[src/rtl/rpm_pulse_gen.sv]
// RPM-to-index-pulse generator: parses five ASCII digits, divides MS_PER_MIN by the RPM and emits ChZ pulses.
// Optional macro CHZ_STRETCH_EN widens each ChZ pulse to floor(PERIOD/2) cycles.
`timescale 1ns/1ps
module rpm_pulse_gen #(
  parameter int MS_PER_MIN = 60000,
  parameter int MAX_RPM    = 30000
) (
  input  logic        clk_1ms,
  input  logic        RST,
  input  logic        EN,
  input  logic        LOAD,
  input  logic [39:0] DIGITS_IN,
  output logic        ChZ,
  output logic        BUSY,
  output logic        ERR,
  output logic [15:0] PERIOD
);

  typedef enum logic [2:0] {IDLE, PARSE, DIVIDE, RUN, ERROR} state_t;

  localparam logic [15:0] DIVIDEND = 16'(MS_PER_MIN);
  localparam logic [16:0] RPM_CEIL = 17'(MAX_RPM);

  state_t      state_q;
  logic [39:0] digits_q;
  logic [16:0] acc_q;
  logic        bad_q;
  logic [3:0]  step_q;
  logic [15:0] rem_q;
  logic [16:0] dsr_q;
  logic [15:0] quo_q;
  logic [15:0] cnt_q;
  logic [15:0] period_q;
  logic        chz_q;
  logic        busy_q;
  logic        err_q;

  logic [7:0]  byte_cur;
  logic        byte_bad;
  logic [16:0] acc_d;
  logic [16:0] dsr_d;
  logic [16:0] rem_sh;
  logic        rem_ge;
  logic [15:0] rem_d;
  logic [15:0] quo_d;
  logic [15:0] cnt_d;
  logic        chz_d;
  logic        load_ok;

  always_comb begin
    byte_cur = digits_q[39:32];
    byte_bad = (byte_cur < 8'h30) || (byte_cur > 8'h39);
    acc_d    = acc_q * 17'd10 + {13'd0, byte_cur[3:0]};
    dsr_d    = (acc_d > RPM_CEIL) ? RPM_CEIL : acc_d;
    // One restoring step: the partial remainder always stays below the divisor.
    rem_sh   = {rem_q, quo_q[15]};
    rem_ge   = (rem_sh >= dsr_q);
    rem_d    = rem_ge ? 16'(rem_sh - dsr_q) : rem_sh[15:0];
    quo_d    = {quo_q[14:0], rem_ge};
    cnt_d    = (cnt_q >= period_q) ? 16'd1 : cnt_q + 16'd1;
`ifdef CHZ_STRETCH_EN
    chz_d    = (cnt_d <= {1'b0, period_q[15:1]});
`else
    chz_d    = (cnt_d == 16'd1);
`endif
    load_ok  = LOAD && ((state_q == IDLE) || (state_q == RUN) || (state_q == ERROR));
  end

  always_ff @(posedge clk_1ms or posedge RST) begin
    if (RST) begin
      state_q  <= IDLE;
      digits_q <= '0;
      acc_q    <= '0;
      bad_q    <= 1'b0;
      step_q   <= '0;
      rem_q    <= '0;
      dsr_q    <= '0;
      quo_q    <= '0;
      cnt_q    <= '0;
      period_q <= '0;
      chz_q    <= 1'b0;
      busy_q   <= 1'b0;
      err_q    <= 1'b0;
    end else if (load_ok) begin
      state_q  <= PARSE;
      digits_q <= DIGITS_IN;
      acc_q    <= '0;
      bad_q    <= 1'b0;
      step_q   <= '0;
      cnt_q    <= '0;
      chz_q    <= 1'b0;
      busy_q   <= 1'b1;
      err_q    <= 1'b0;
    end else begin
      case (state_q)
        PARSE: begin
          acc_q    <= acc_d;
          bad_q    <= bad_q | byte_bad;
          digits_q <= {digits_q[31:0], 8'h00};
          step_q   <= step_q + 4'd1;
          if (step_q == 4'd4) begin
            step_q <= '0;
            if (bad_q || byte_bad) begin
              state_q  <= ERROR;
              err_q    <= 1'b1;
              period_q <= '0;
              busy_q   <= 1'b0;
            end else if (acc_d == 17'd0) begin
              state_q  <= IDLE;
              period_q <= '0;
              busy_q   <= 1'b0;
            end else begin
              state_q <= DIVIDE;
              dsr_q   <= dsr_d;
              rem_q   <= '0;
              quo_q   <= DIVIDEND;
            end
          end
        end
        DIVIDE: begin
          rem_q  <= rem_d;
          quo_q  <= quo_d;
          step_q <= step_q + 4'd1;
          if (step_q == 4'd15) begin
            state_q  <= RUN;
            period_q <= quo_d;
            busy_q   <= 1'b0;
            cnt_q    <= 16'd1;
            chz_q    <= EN;
          end
        end
        RUN: begin
          // EN low freezes the phase so the pulse train resumes without slipping.
          if (EN) begin
            cnt_q <= cnt_d;
            chz_q <= chz_d;
          end else begin
            chz_q <= 1'b0;
          end
        end
        default: chz_q <= 1'b0;
      endcase
    end
  end

  assign ChZ    = chz_q;
  assign BUSY   = busy_q;
  assign ERR    = err_q;
  assign PERIOD = period_q;

endmodule

[config.mk]
export PLATFORM = sky130hd
export DESIGN_NAME = rpm_pulse_gen
export DESIGN_NICKNAME = d
export VERILOG_FILES = /design/src/rtl/rpm_pulse_gen.sv
export SDC_FILE = /design/constraint.sdc
export NUM_CORES = 1
export LEC_CHECK = 0
export CAP_MARGIN = 25
export CORE_ASPECT_RATIO = 2
export CORE_MARGIN = 2
export CORE_UTILIZATION = 40
export CTS_CLUSTER_DIAMETER = 50
export DETAILED_ROUTE_END_ITERATION = 6
export PLACE_DENSITY_LB_ADDON = 0.12
export REMOVE_ABC_BUFFERS = 1
export SYNTH_ARGS = -nofsm -noshare
export SYNTH_HDL_FRONTEND = slang
export SYNTH_SLANG_ARGS = --single-unit
[constraint.sdc]
create_clock -name clk_1ms -period 9.05 [get_ports clk_1ms]
set_input_delay 1.81 -clock clk_1ms [delete_from_list [all_inputs] [get_ports clk_1ms]]
set_output_delay 1.81 -clock clk_1ms [all_outputs]
set_load 0.01 [all_outputs]
### Word level (Yosys, flattened, before mapping)

Cells that the tools add are included.

* add/sub/neg operators: 4
* $mul: 1
* magnitude comparators: 5
* equal/unequal tests: 17
* muxes and demuxes: 49
* bitwise gates (word level): 4
* reduce and logical (&&, ||, !) cells: 21

Operator list (number)
* 16-bit 2-to-1 mux: 15
* 16-bit one-hot mux with 2 select lines: 4
* 40-bit 2-to-1 mux: 2
* 17-bit 2-to-1 mux: 3
* 17-bit by 4-bit adder with 17-bit output: 1
* 17-bit >= comparator: 1
* 17-bit by 15-bit greater-than comparator with 1-bit output (second input constant): 1
* 17-bit zero test: 1
* 17-bit by 3-bit multiplier with 16-bit output (second input constant): 1
* 16-bit by 1-bit adder with 16-bit output (second input constant): 1
* 16-bit by 1-bit == test with 1-bit output (second input constant): 1
* 16-bit >= comparator: 1
* 16-bit subtractor: 1
* 5-bit AND reduction: 3
* 1-bit 2-to-1 mux: 14
* 3-bit 2-to-1 mux: 4
* 3-bit != test (second input constant): 4
* 2-bit != test (second input constant): 5
* 3-bit AND reduction: 3
* 8-bit by 6-bit greater-than comparator with 1-bit output (second input constant): 1
* 8-bit by 6-bit less-than comparator with 1-bit output (second input constant): 1
* 4-bit 2-to-1 mux: 2
* 4-bit one-hot mux with 2 select lines: 1
* 2-bit nonzero test: 4
* 19 further kinds: 26

* register bits after elaboration: 149
* output and inout bits: 19

### Depth between registers and ports, before layout

Gate-level depths: netlist of run 1.

* depth after elaboration: 8
* mapped depth: 15
* mapped depth without buffers: 14

### Worst setup path before layout of run 1

No wires, ideal clock.

* path type: register to register
* start point: register acc_q[1]
* end point: register period_q[0], in the netlist PERIOD[0]
* library setup time: 121 ps
* arrival: 3915 ps
* slack: 5014 ps
* stages on the path, launching flop included: 16
* clock period less this slack: 4036 ps
* cells stage by stage: dfrtp_1 > ha_1 > ha_1 > inv_1 > fa_1 > nand2b_1 > a21o_1 > a21oi_1 > nand2_1 > or4_4 > nor3_2 > a31oi_4 > nor4_2 > o31ai_4 > buf_6 > a22o_1

* longest elaborated chain between the ends: 5

RTL lines
* start, declared: RTL line 26 `logic [16:0] acc_q;`
* start signal, assigned: RTL line 73 `acc_q <= '0;`
* start signal, assigned: RTL line 87 `acc_q <= '0;`
* start signal, assigned: RTL line 97 `acc_q <= acc_d;`
* 17-bit by 3-bit multiplier with 16-bit output: RTL line 53 `acc_d = acc_q * 17'd10 + {13'd0, byte_cur[3:0]};`
* 17-bit by 4-bit adder with 17-bit output: RTL line 53
* 17-bit zero test: RTL line 108 `end else if (acc_d == 17'd0) begin`
* 3-bit != test (no source line)
* 5-bit AND reduction (no source line)
* end signal, assigned: RTL line 126 `period_q <= quo_d;`
* end, declared: RTL line 33 `logic [15:0] period_q;`

No other way between the ends.
A chain may end at the register's enable or synchronous reset.

### Worst setup path after layout of run 1

* start point: register acc_q[2]
* end point: register quo_q[14]

* longest elaborated chain between the ends: 5

RTL lines
* 17-bit by 3-bit multiplier with 16-bit output: RTL line 53
* 17-bit by 4-bit adder with 17-bit output: RTL line 53
* 17-bit zero test: RTL line 108
* 2-bit != test (no source line)
* 5-bit AND reduction (no source line)
* end signal, assigned: RTL line 122 `quo_q <= quo_d;`
* end, declared: RTL line 31 `logic [15:0] quo_q;`

No other way between the ends.

==> summary.md, run 1 <==
| Metric | Value |
|---|---|
| Status | finished, final reports clean |
| I/O pins | 63 |
| Asr flop ratio synth | 100% |
| Slowest cell on crit path | xor2_1 |
| 1st-iter DRT viols | 344 |
| Largest family of logic cells by synthesized area | compound AO/OA/AOI/OAI gates |
| Deepest clock path buffer count | 2 |
| Global-route wire length before repair | 39400 um |
| Final setup violation count | 0 |
| Slowest cell delay on critical path | 640 ps |
| Sequential area share after synthesis | 40.5% |
| Worst Tran Pin Value | slightly below 1000 ps |
| XOR/XNOR Fraction of Synth Area | 4.68% |
| Ratio of cells with drive above 1 in the final layout | under 10% |
| EDFF count, synth | 0 |
| Later-pin clock latency in the skew report | 450 ps |
| Total track usage | 20.5% |
| Critical-path cell list | ha_1 > ha_1 > a211oi_1 > nor2_1 > xor2_1 > nand3_2 > a2111oi_2 > xor2_1 > a31oi_4 > o41ai_4 > buf_4 > nor3b_1 > a21oi_1 |
| Worst hold path type | register to register |
| Routability cong. | a little over 0.8 |
| Pleak | 0.00495 uW |
| Worst setup path category | register to register |
| Mapped Area | 9150 um2 |
| Number of hold violations in the final report | 0 |
| Nature of the critical path startpoint | register |
| Drt total wl | 23400 um |
| Area delta synth->final | 15.8% |
| Commonest non-fill, non-tap cells in the layout | 148 x dfrtp_1, 143 x nand2_1, 68 x o21ai_0 |
| Pin count of the biggest net entering global routing | 83 |
| Pint | around 1100 uW |
| #FFs+latches synth | between 100 and 150 |
| Setup TNS Final | 0 ps |
| Mean Syn Cell Area | just over 9 um2 |
| Critical Path AT | 5150 ps |
| Tmin final | 4860 ps |
| Synth Instances | 1010 |
| Tcrit/Tclk final | a little over half |
| Die extent in y | 218 um |
| DRC violation count after routing | 0 |
| Worst EP required | 9350 ps |
| Via density | 5.57 |
| Post-DRT Antenna Nets | 0 |
| Commonest non-fill, non-tap cell in the layout | dfrtp_1 |
| Crit path capture type | register |
| Psw | 313 uW |
| Core ar. | 22500 um2 |
| Clk sinks | 148 |
| Pwr Density | about 130 nW/um2 |
| Pins Over Slew Limit | 0 |
| Wire per inst | 17.4 um |
| Drt first pass iters | 5 |
| Nets@finish | 1164 |
| Die Width | 111 um |
| Logic pwr share | 2.4% |
| Adder-Cell Fraction of Synth Area | around a tenth |
| Grt ovf | 0 |
| Layout Skew | 10.6 ps |
| Num CTS Buffers | 17 |
| Relative slew slack | a little over a third |
| Synth Area in Compound Gates | 20.9% |
| Simple-Gate Fraction of Synth Area | 18.9% |
| I/O Buffers | between 60 and 70 |
| F_max | 0.206 GHz |
| Fin area | 10600 um2 |
| Vias | approximately 7500 |
| Vias in the first global route | 7718 |
| Clock Power Share | 50.1% |
| Htree depth | 4 |
| Initial antenna violation count | 0 |
| RSZ-0062 raised after global routing | no |
| Max cap viols | 0 |
| Initial core utilization | 40.6% |
| DIE AREA | roughly 24000 um2 |
| Mux share of post-synthesis cell area | 0.766% |
| Placed Area | 10000 um2 |
| Switch share | 22.5% |
| ANT cells | 0 |
| Hold-fix buffers at CTS | 0 |
| CTS tree | built |
| DP HPWL | between 15000 and 20000 um |
| Synth warnings | 0 |
| Peak supply drop | 0.110 mV |
| Floorplan row count | 78 |
| Post-synth top flop | dfrtp_1 |
| # Post-CTS Setup Buffers | 0 |
| Netlist cell types | 76 |
| Seq pwr share | 47.5% |
| PostCTS Resize Cnt | 0 |
| Worst-path maximum fanout | 60 |
| Root buffer cell | clkbuf_16 |
| Clock transition at the registers of the reported paths | 60 ps |
-- kinds of logic after synthesis --
kind of cell               after synthesis
DFF                                    148
muxes                                    7
and+or+nand+nor                        357
AOI/OAI and AO/OA                      274
xor gates and xnor gates                45
buffers and inverters                  112
adders and majority gates               67
-- power groups by stage --
stage | clock network [uW] | logic (uW) | registers (uW)
after floorplan | 0 | 9.79 | 674
after global placement | 0 | 34.6 | 674
after detailed placement | 0 | 34.9 | 674
after CTS | 719 | 34.9 | 661
after global routing | 743 | 37.3 | 661
final | 699 | 33.2 | 662
-- per-stage QoR --
| step | setup slack, ps | util [%] | power, uW | hold WS (ps) | std cells |
|---|---|---|---|---|---|
| floorplan | 3260 | - | 684 | 438 | 962 |
| global placement | 4310 | 44.3 | 708 | 458 | 1312 |
| detailed placement | 4200 | 44.3 | 709 | 463 | 1312 |
| CTS | 4190 | 46.9 | 1420 | 480 | 1344 |
| global route | 3840 | 47.0 | 1440 | 503 | 1346 |
| finish | 4190 | 47.0 | 1390 | 474 | 1346 |
-- layout make-up --
class,count,area (um2)
Fill cell,2234,11900
Multi-Input combinational cell,750,5020
Sequential cell,148,3700
Timing Repair Buffer,72,708
Clock buffer,22,474
Tap cell,280,350
Inverter,64,245
Clock inverter,10,97.6
-- worst max-delay path: cells and delay by family, from the launching register on --
kind	cells	cell delay [ps]
compound gates	5	1460
xor+xnor	2	910
simple gates	3	710
fa+ha+maj	2	650
buf+inv	1	560
flops	1	410
-- flip-flops by register name (all words and copies together) (netlist names) --
signal	count
acc_q	16
state_q	3
BUSY	1
ChZ	1
cnt_q	16
dsr_q	17
quo_q	16
step_q	4
bad_q	1
ERR	1
PERIOD	16
rem_q	16
digits_q	40
-- path summary, 6_finish.rpt --
check                                  start            to  slack [ps]  cells after the start
worst max-delay path                acc_q[2]     quo_q[14]        4190                     13
worst min-delay path            digits_q[21]  digits_q[21]         470                      2
worst max register to register      acc_q[2]     quo_q[14]        4190                     13
min in group asynchronous                RST   digits_q[7]        1870                      2
worst min register to register  digits_q[21]  digits_q[21]         470                      2
max in group asynchronous                RST     acc_q[14]        5790                      3
-- routing by layer --
| layer | up-vias | wire (um) | GRT usage, % | share of wire (%) |
|---|---|---|---|---|
| li1 | 3725 | - | - | - |
| met1 | 3631 | 8640 | 20.8 | 37 |
| met2 | 98 | 13500 | 40.2 | 58 |
| met3 | 39 | 524 | 3.64 | 2.2 |
| met4 | 0 | 705 | 9.04 | 3.0 |
| met5 | - | 0 | 0 | 0 |
-- cell usage after synthesis (15+ instances only) --
cell type / number / area share (%)
dfrtp_1: 148 / 40
nand2_1: 143 / 5.9
o21ai_0: 68 / 3.7
nand3_1: 66 / 3.6
ha_1: 64 / 8.8
inv_1: 63 / 2.6
nor2_1: 44 / 1.8
a21oi_1: 35 / 1.9
a22oi_1: 32 / 2.6
clkbuf_1: 32 / 1.3
xnor2_1: 30 / 2.9
a21o_1: 23 / 1.9
nor3_1: 19 / 1.0
a22o_1: 16 / 1.5
a31oi_1: 15 / 1.0
and3_1: 15 / 1.0
(Power assumes the default switching activity.)
==> inputs of run 2 (changes only) <==
clock period = 4.1 ns   (was 9.05 ns; I/O delays follow)
==> run 2 against run 1 <==
  * Combinational power grew 140%
  * Largest cell class unchanged
  * Largest power group unchanged
  * Total power grew 120%
  * Register-to-register slack lost 4100 ps
  * Maximum frequency grew 21%
  * Sequential cell count is the same
  * Global-route usage shrank 0.28 points
  * Die area is the same
  * Critical path type unchanged
==> summary.md, run 2 (same netlist as run 1, synthesis figures left out) <==
| Metric | Value |
|---|---|
| Floorplan row count | 78 |
| Grt ovf | 0 |
| Nets@finish | approximately 1200 |
| Global-route wire length before repair | 38900 um |
| Worst Tran Pin Value | 815 ps |
| Vias in the first global route | 7814 |
| Commonest non-fill, non-tap cell in the layout | dfrtp_1 |
| Max reg flops | 40 |
| Fin cells | 1407 |
| RSZ-0062 raised after global routing | yes |
| DP HPWL | 17900 um |
| Critical-path cell list | ha_4 > ha_4 > inv_2 > fa_2 > nand2b_4 > a21o_4 > a21oi_4 > nand2_2 > or4_4 > buf_6 > xnor2_4 > nand4_1 > nor4_4 > buf_12 > o31ai_4 > clkbuf_16 > a22o_1 |
| Nature of the critical path startpoint | register |
| Hold Path End | digits_q[20] |
| I/O Buffers | 62 |
| Hold_ws | approximately 480 ps |
| Vias | 7687 |
| Tcrit/Tclk final | 97.7% |
| Routability cong. | 0.838 |
| Peak supply drop | ~0.3 mV |
| Ratio of cells with drive above 1 in the final layout | 14.2% |
| Worst-path maximum fanout | 8 |
| I/O pins | 63 |
| CP most frequent cell | ha_4 |
| Die Width | 111 um |
| Pin count of the biggest net entering global routing | 86 |
| Area delta synth->final | 24.5% |
| ANT cells | 0 |
| DRC violation count after routing | 0 |
| DIE AREA | 24200 um2 |
| Relative slew slack | 45.7% |
| CTS tree | built |
| Pins Over Slew Limit | 0 |
| Final setup violation count | 0 |
| Commonest non-fill, non-tap cells in the layout | 148 x dfrtp_1, 142 x nand2_1, 67 x o21ai_0 |
| Max cap viols | 0 |
| Initial antenna violation count | 0 |
| Drt first pass iters | 4 |
| Status | finished, final reports clean |
| Placed Area | 10500 um2 |
| Setup TNS Final | 0 ps |
| Via density | 5.46 |
| Wire per inst | 17.2 um |
| Crit path capture type | register |
| Post-DRT Antenna Nets | 0 |
| Tmin final | 4010 ps |
| Later-pin clock latency in the skew report | roughly 440 ps |
| Fin area | 11400 um2 |
| Critical Path AT | 4330 ps |
| Core ar. | 22500 um2 |
| F_max | 0.250 GHz |
| Pwr Density | 274 nW/um2 |
| Die extent in y | ~220 um |
| Worst R2R End | PERIOD[14] |
| Fill cells | 2124 |
| Clk sinks | approximately 150 |
| Reg-to-reg slack, setup | 90 ps |
| Slowest cell on crit path | or4_4 |
| Drt total wl | 24100 um |
| PnR worst setup slack | 94.8 ps |
| Worst hold path type | register to register |
| Most flop-heavy register | digits_q |
| Met1 Use GR | 20.1% |
| Htree depth | 4 |
| 1st-iter DRT viols | roughly 350 |
| Worst r2r path cells | 17 |
| Hold_sp | digits_q[20] |
| Slowest cell delay on critical path | ~560 ps |
| WHS Path Cells | 2 |
| Total track usage | 20.2% |
| Worst EP required | 4430 ps |
| GRT Max-Usage Layer | met2 |
| Pleak | 0.00536 uW |
| Deepest clock path buffer count | 2 |
| Worst setup path category | register to register |
| Top Registers | digits_q (40), dsr_q (17) |
| Root buffer cell | clkbuf_16 |
| Initial core utilization | 40.6% |
| Setup WS pre-CTS | -181 ps |
| Placed insts | 1365 |
| Clock transition at the registers of the reported paths | 60 ps |
| Met2 usage | 39.8% |
| Hold-fix buffers at CTS | 0 |
| R2r startpoint | acc_q[3] |
| Num CTS Buffers | 17 |
| Number of hold violations in the final report | 0 |
| Layout Skew | 7.70 ps |
| Met3 Use GR | 3.20% |
## run 2: changes by cell type in the layout (fill, tap and decap cells not counted), sizes merged
cell and delta:
clkinv +3, bufinv +1, buf +59, clkbuf +1
inv -2, clkinvlp -1
## run 2: cell type report
| class | instances | area (um2) | area share, % |
|---|---|---|---|
| clock inverters | 11 | 125 | 1.10 |
| clock buffers | 21 | 470 | 4.13 |
| repair buffers | 133 | 1270 | 11.1 |
| inverters | 64 | 245 | 2.15 |
| multi-input cells | 750 | 5230 | 45.9 |
| flip-flops and latches | 148 | 3700 | 32.5 |
| well taps | 280 | 350 | 3.07 |
## run 2: critical path: cells and delay by family, from the launching register on
| family | cells | cell delay [ps] |
|---|---|---|
| xor+xnor | 1 | 160 |
| compound gates | 4 | 710 |
| buf+inv | 4 | 520 |
| flops | 1 | 410 |
| simple gates | 5 | 1310 |
| fa+ha+maj | 3 | 770 |
## run 2: metal layers
metal,routed length (um),share of wire (%)
met5,0,0
met4,964,4.0
met3,463,1.9
met2,13800,57
met1,8890,37
## run 2: how the worst max path moves through the flow
stage              from          to  slack [ps]  cells past startpoint
4_1_cts        acc_q[3]  PERIOD[10]         0.4                     17
3_5_place_dp   acc_q[3]  PERIOD[10]        -180                     15
5_1_grt        acc_q[3]  PERIOD[12]         -60                     17
3_3_place_gp   acc_q[1]  PERIOD[11]        -150                     15
2_1_floorplan  acc_q[1]   quo_q[14]       -1020                     14
6_report       acc_q[3]  PERIOD[14]          90                     17
## run 2: stage by stage
step / utilization, % / total power (uW)
after floorplan: - / 1510
after global placement: 46.3 / 1570
after detailed placement: 46.4 / 1570
after CTS: 49.4 / 3170
after global routing: 50.5 / 3230
final: 50.5 / 3120
## run 2: where the power goes
part	internal [uW]	leakage, uW	total (uW)	switching [uW]
clock	944	0.000289	1580	640
sequential	1460	0.00193	1460	0
combinational	39.4	0.00314	78.1	38.7
## run 2: what timing repair did
item                       4_1_cts  5_1_grt
gates resized for setup          8       30
pin swaps                        7       26
buffers inserted                 2        6
cloned                           0        2
setup endpoints to repair       65       66
==> inputs of run 3 (changes only) <==
PLACE_DENSITY = 0.56   (was not set)
PLACE_DENSITY_LB_ADDON = not set   (was 0.12)
SETUP_SLACK_MARGIN = 0.05   (was not set)
SLEW_MARGIN = 20   (was not set)
==> run 3 against run 2 <==
  * Final cell count is 0.71% higher
  * Sequential share of layout area shrank 0.11 points
  * Utilization rose by 0.18 points
  * Critical path depth stayed put
  * Combinational power decreased by 2.7%
  * Clock skew grew 1.1 ps
  * Worst setup slack better by 42 ps
  * Global-route usage grew 0.10 points
  * Sequential power about the same
  * Via count rose by 1.4%
  * Maximum frequency increased by 1.1%
  * Largest power group unchanged
==> summary.md, run 3 (same netlist as run 1, synthesis figures left out) <==
| Metric | Value |
|---|---|
| Status | finished, final reports clean |
| Pwr Density | around 280 nW/um2 |
| Core ar. | 22500 um2 |
| DIE AREA | 24200 um2 |
| Hold Path End | digits_q[13] |
| Hold_sp | digits_q[13] |
| Htree depth | 4 |
| Wire per inst | 17.1 um |
| R2r startpoint | acc_q[1] |
| Relative slew slack | 47.9% |
| Seq pwr share | between 40 and 50% |
| Tcrit/Tclk final | 96.7% |
| Layout Skew | between 8 and 9 ps |
| Worst r2r path cells | 17 |
| CTS tree | built |
| Clock Power Share | 51.7% |
| Max reg flops | 40 |
| Pins Over Slew Limit | 0 |
| Initial antenna violation count | 0 |
| Pleak | about 0.0054 uW |
| Hold-fix buffers at CTS | 0 |
| Most flop-heavy register | digits_q |
| Drt first pass iters | 5 |
| Peak supply drop | 0.228 mV |
| Drt total wl | 24300 um |
| Routability cong. | 0.847 |
| WHS Path Cells | 2 |
| Logic pwr share | 2.4% |
| Deepest clock path buffer count | 2 |
| Number of hold violations in the final report | 0 |
| Hold_ws | 474 ps |
| Die extent in y | 218 um |
| Max cap viols | 0 |
| Crit path capture type | register |
| Area delta synth->final | 25.0% |
| Setup TNS Final | 0 ps |
| RSZ-0062 raised after global routing | yes |
| Fin cells | roughly 1400 |
| Die Width | 111 um |
| Floorplan row count | 78 |
| Grt ovf | 0 |
| Later-pin clock latency in the skew report | 440 ps |
| Worst Tran Pin Value | 776 ps |
| Vias in the first global route | 7964 |
| I/O pins | 63 |
| Via density | 5.50 |
| F_max | 0.252 GHz |
| Total track usage | roughly 20% |
| Ratio of cells with drive above 1 in the final layout | 15.0% |
| Vias | 7791 |
| Worst setup path category | register to register |
| Worst hold path type | register to register |
| Post-DRT Antenna Nets | 0 |
| Pin count of the biggest net entering global routing | 82 |
| ANT cells | 0 |
| Critical Path AT | 4290 ps |
| 1st-iter DRT viols | 297 |
| Commonest non-fill, non-tap cell in the layout | dfrtp_1 |
| Worst EP required | 4420 ps |
| Clock transition at the registers of the reported paths | 60 ps |
| Commonest non-fill, non-tap cells in the layout | 148 x dfrtp_1, 143 x nand2_1, 70 x buf_4 |
| Nature of the critical path startpoint | register |
| Tmin final | 3960 ps |
| Psw | 701 uW |
| Worst-path maximum fanout | 9 |
| Fill cells | about 2200 |
| DRC violation count after routing | 0 |
| Top Registers | digits_q (40), dsr_q (17) |
| Clk sinks | between 100 and 150 |
| Pint | 2480 uW |
| DP HPWL | 18100 um |
| I/O Buffers | 62 |
| Final setup violation count | 0 |
| Reg-to-reg slack, setup | 140 ps |
| Switch share | 22.0% |
| Nets@finish | 1235 |
| Placed insts | 1373 |
| Initial core utilization | about two fifths |
| Root buffer cell | clkbuf_16 |
| Global-route wire length before repair | 39000 um |
| Num CTS Buffers | 17 |
| Worst R2R End | dsr_q[8] |
==> run 3: power by group through the flow <==
stage                     clock network [uW]  registers, uW  logic [uW]
after floorplan                            0           1490        21.6
after global placement                     0           1490        79.1
after detailed placement                   0           1490        79.2
after CTS                               1680           1460        79.3
after global routing                    1740           1460        84.9
final                                   1640           1460        76.0
==> run 3: worst max-delay path, stage by stage (launching register included) <==
cell and delay [ps]:
dfrtp_1 380, ha_1 280, ha_2 180, inv_2 40, fa_2 340, nand2b_4 170
a21o_4 230, a21oi_2 160, nand2b_1 90, or3b_4 430, buf_4 160, o311a_1 360
a31oi_4 260, o41ai_4 110, buf_6 210, buf_4 150, nor4_4 230, a21oi_1 60
==> run 3: area by class of cell <==
type / instances / area, um2 / share of cell area, %
flip-flops and latches: 148 / 3700 / 32.4
multi-input cells: 750 / 5220 / 45.6
repair buffers: 143 / 1310 / 11.4
inverters: 64 / 245 / 2.14
clock buffers: 18 / 439 / 3.84
well taps: 280 / 350 / 3.06
clock inverters: 14 / 175 / 1.53
==> run 3: timing repair <==
action	in CTS	in global routing
pin swaps	7	10
endpoints found under the setup margin	64	66
setup buffers	8	4
gates resized for setup	10	31
==> run 3: how the worst max path moves through the flow <==
stage	start	to	slack (ps)	cells past startpoint
final	acc_q[1]	dsr_q[8]	140	17
after global routing	acc_q[1]	PERIOD[5]	-20	16
after CTS	acc_q[1]	PERIOD[14]	50	19
after detailed placement	acc_q[1]	PERIOD[14]	-270	15
after global placement	acc_q[1]	PERIOD[1]	-210	15
after floorplan	acc_q[1]	quo_q[14]	-1020	14
==> run 3: routing by layer <==
| layer | track usage [%] | vias to the layer above | routed length (um) | part of all wire, % |
|---|---|---|---|---|
| met2 | 40.7 | 104 | 14000 | 58 |
| met5 | 0 | - | 0 | 0 |
| met4 | 10.5 | 0 | 967 | 4.0 |
| met1 | 19.9 | 3765 | 8840 | 36 |
| met3 | 2.56 | 58 | 446 | 1.8 |
| li1 | - | 3864 | - | - |
==> run 3: metrics by stage <==
step	total power (uW)	area [um2]	utilization [%]	setup WS (ps)
floorplan	1510	8940	-	-1020
global placement	1570	10500	46.4	-207
detailed placement	1570	10500	46.5	-270
CTS	3220	11200	49.9	47.7
global route	3280	11400	50.7	-17.8
finish	3180	11400	50.7	136
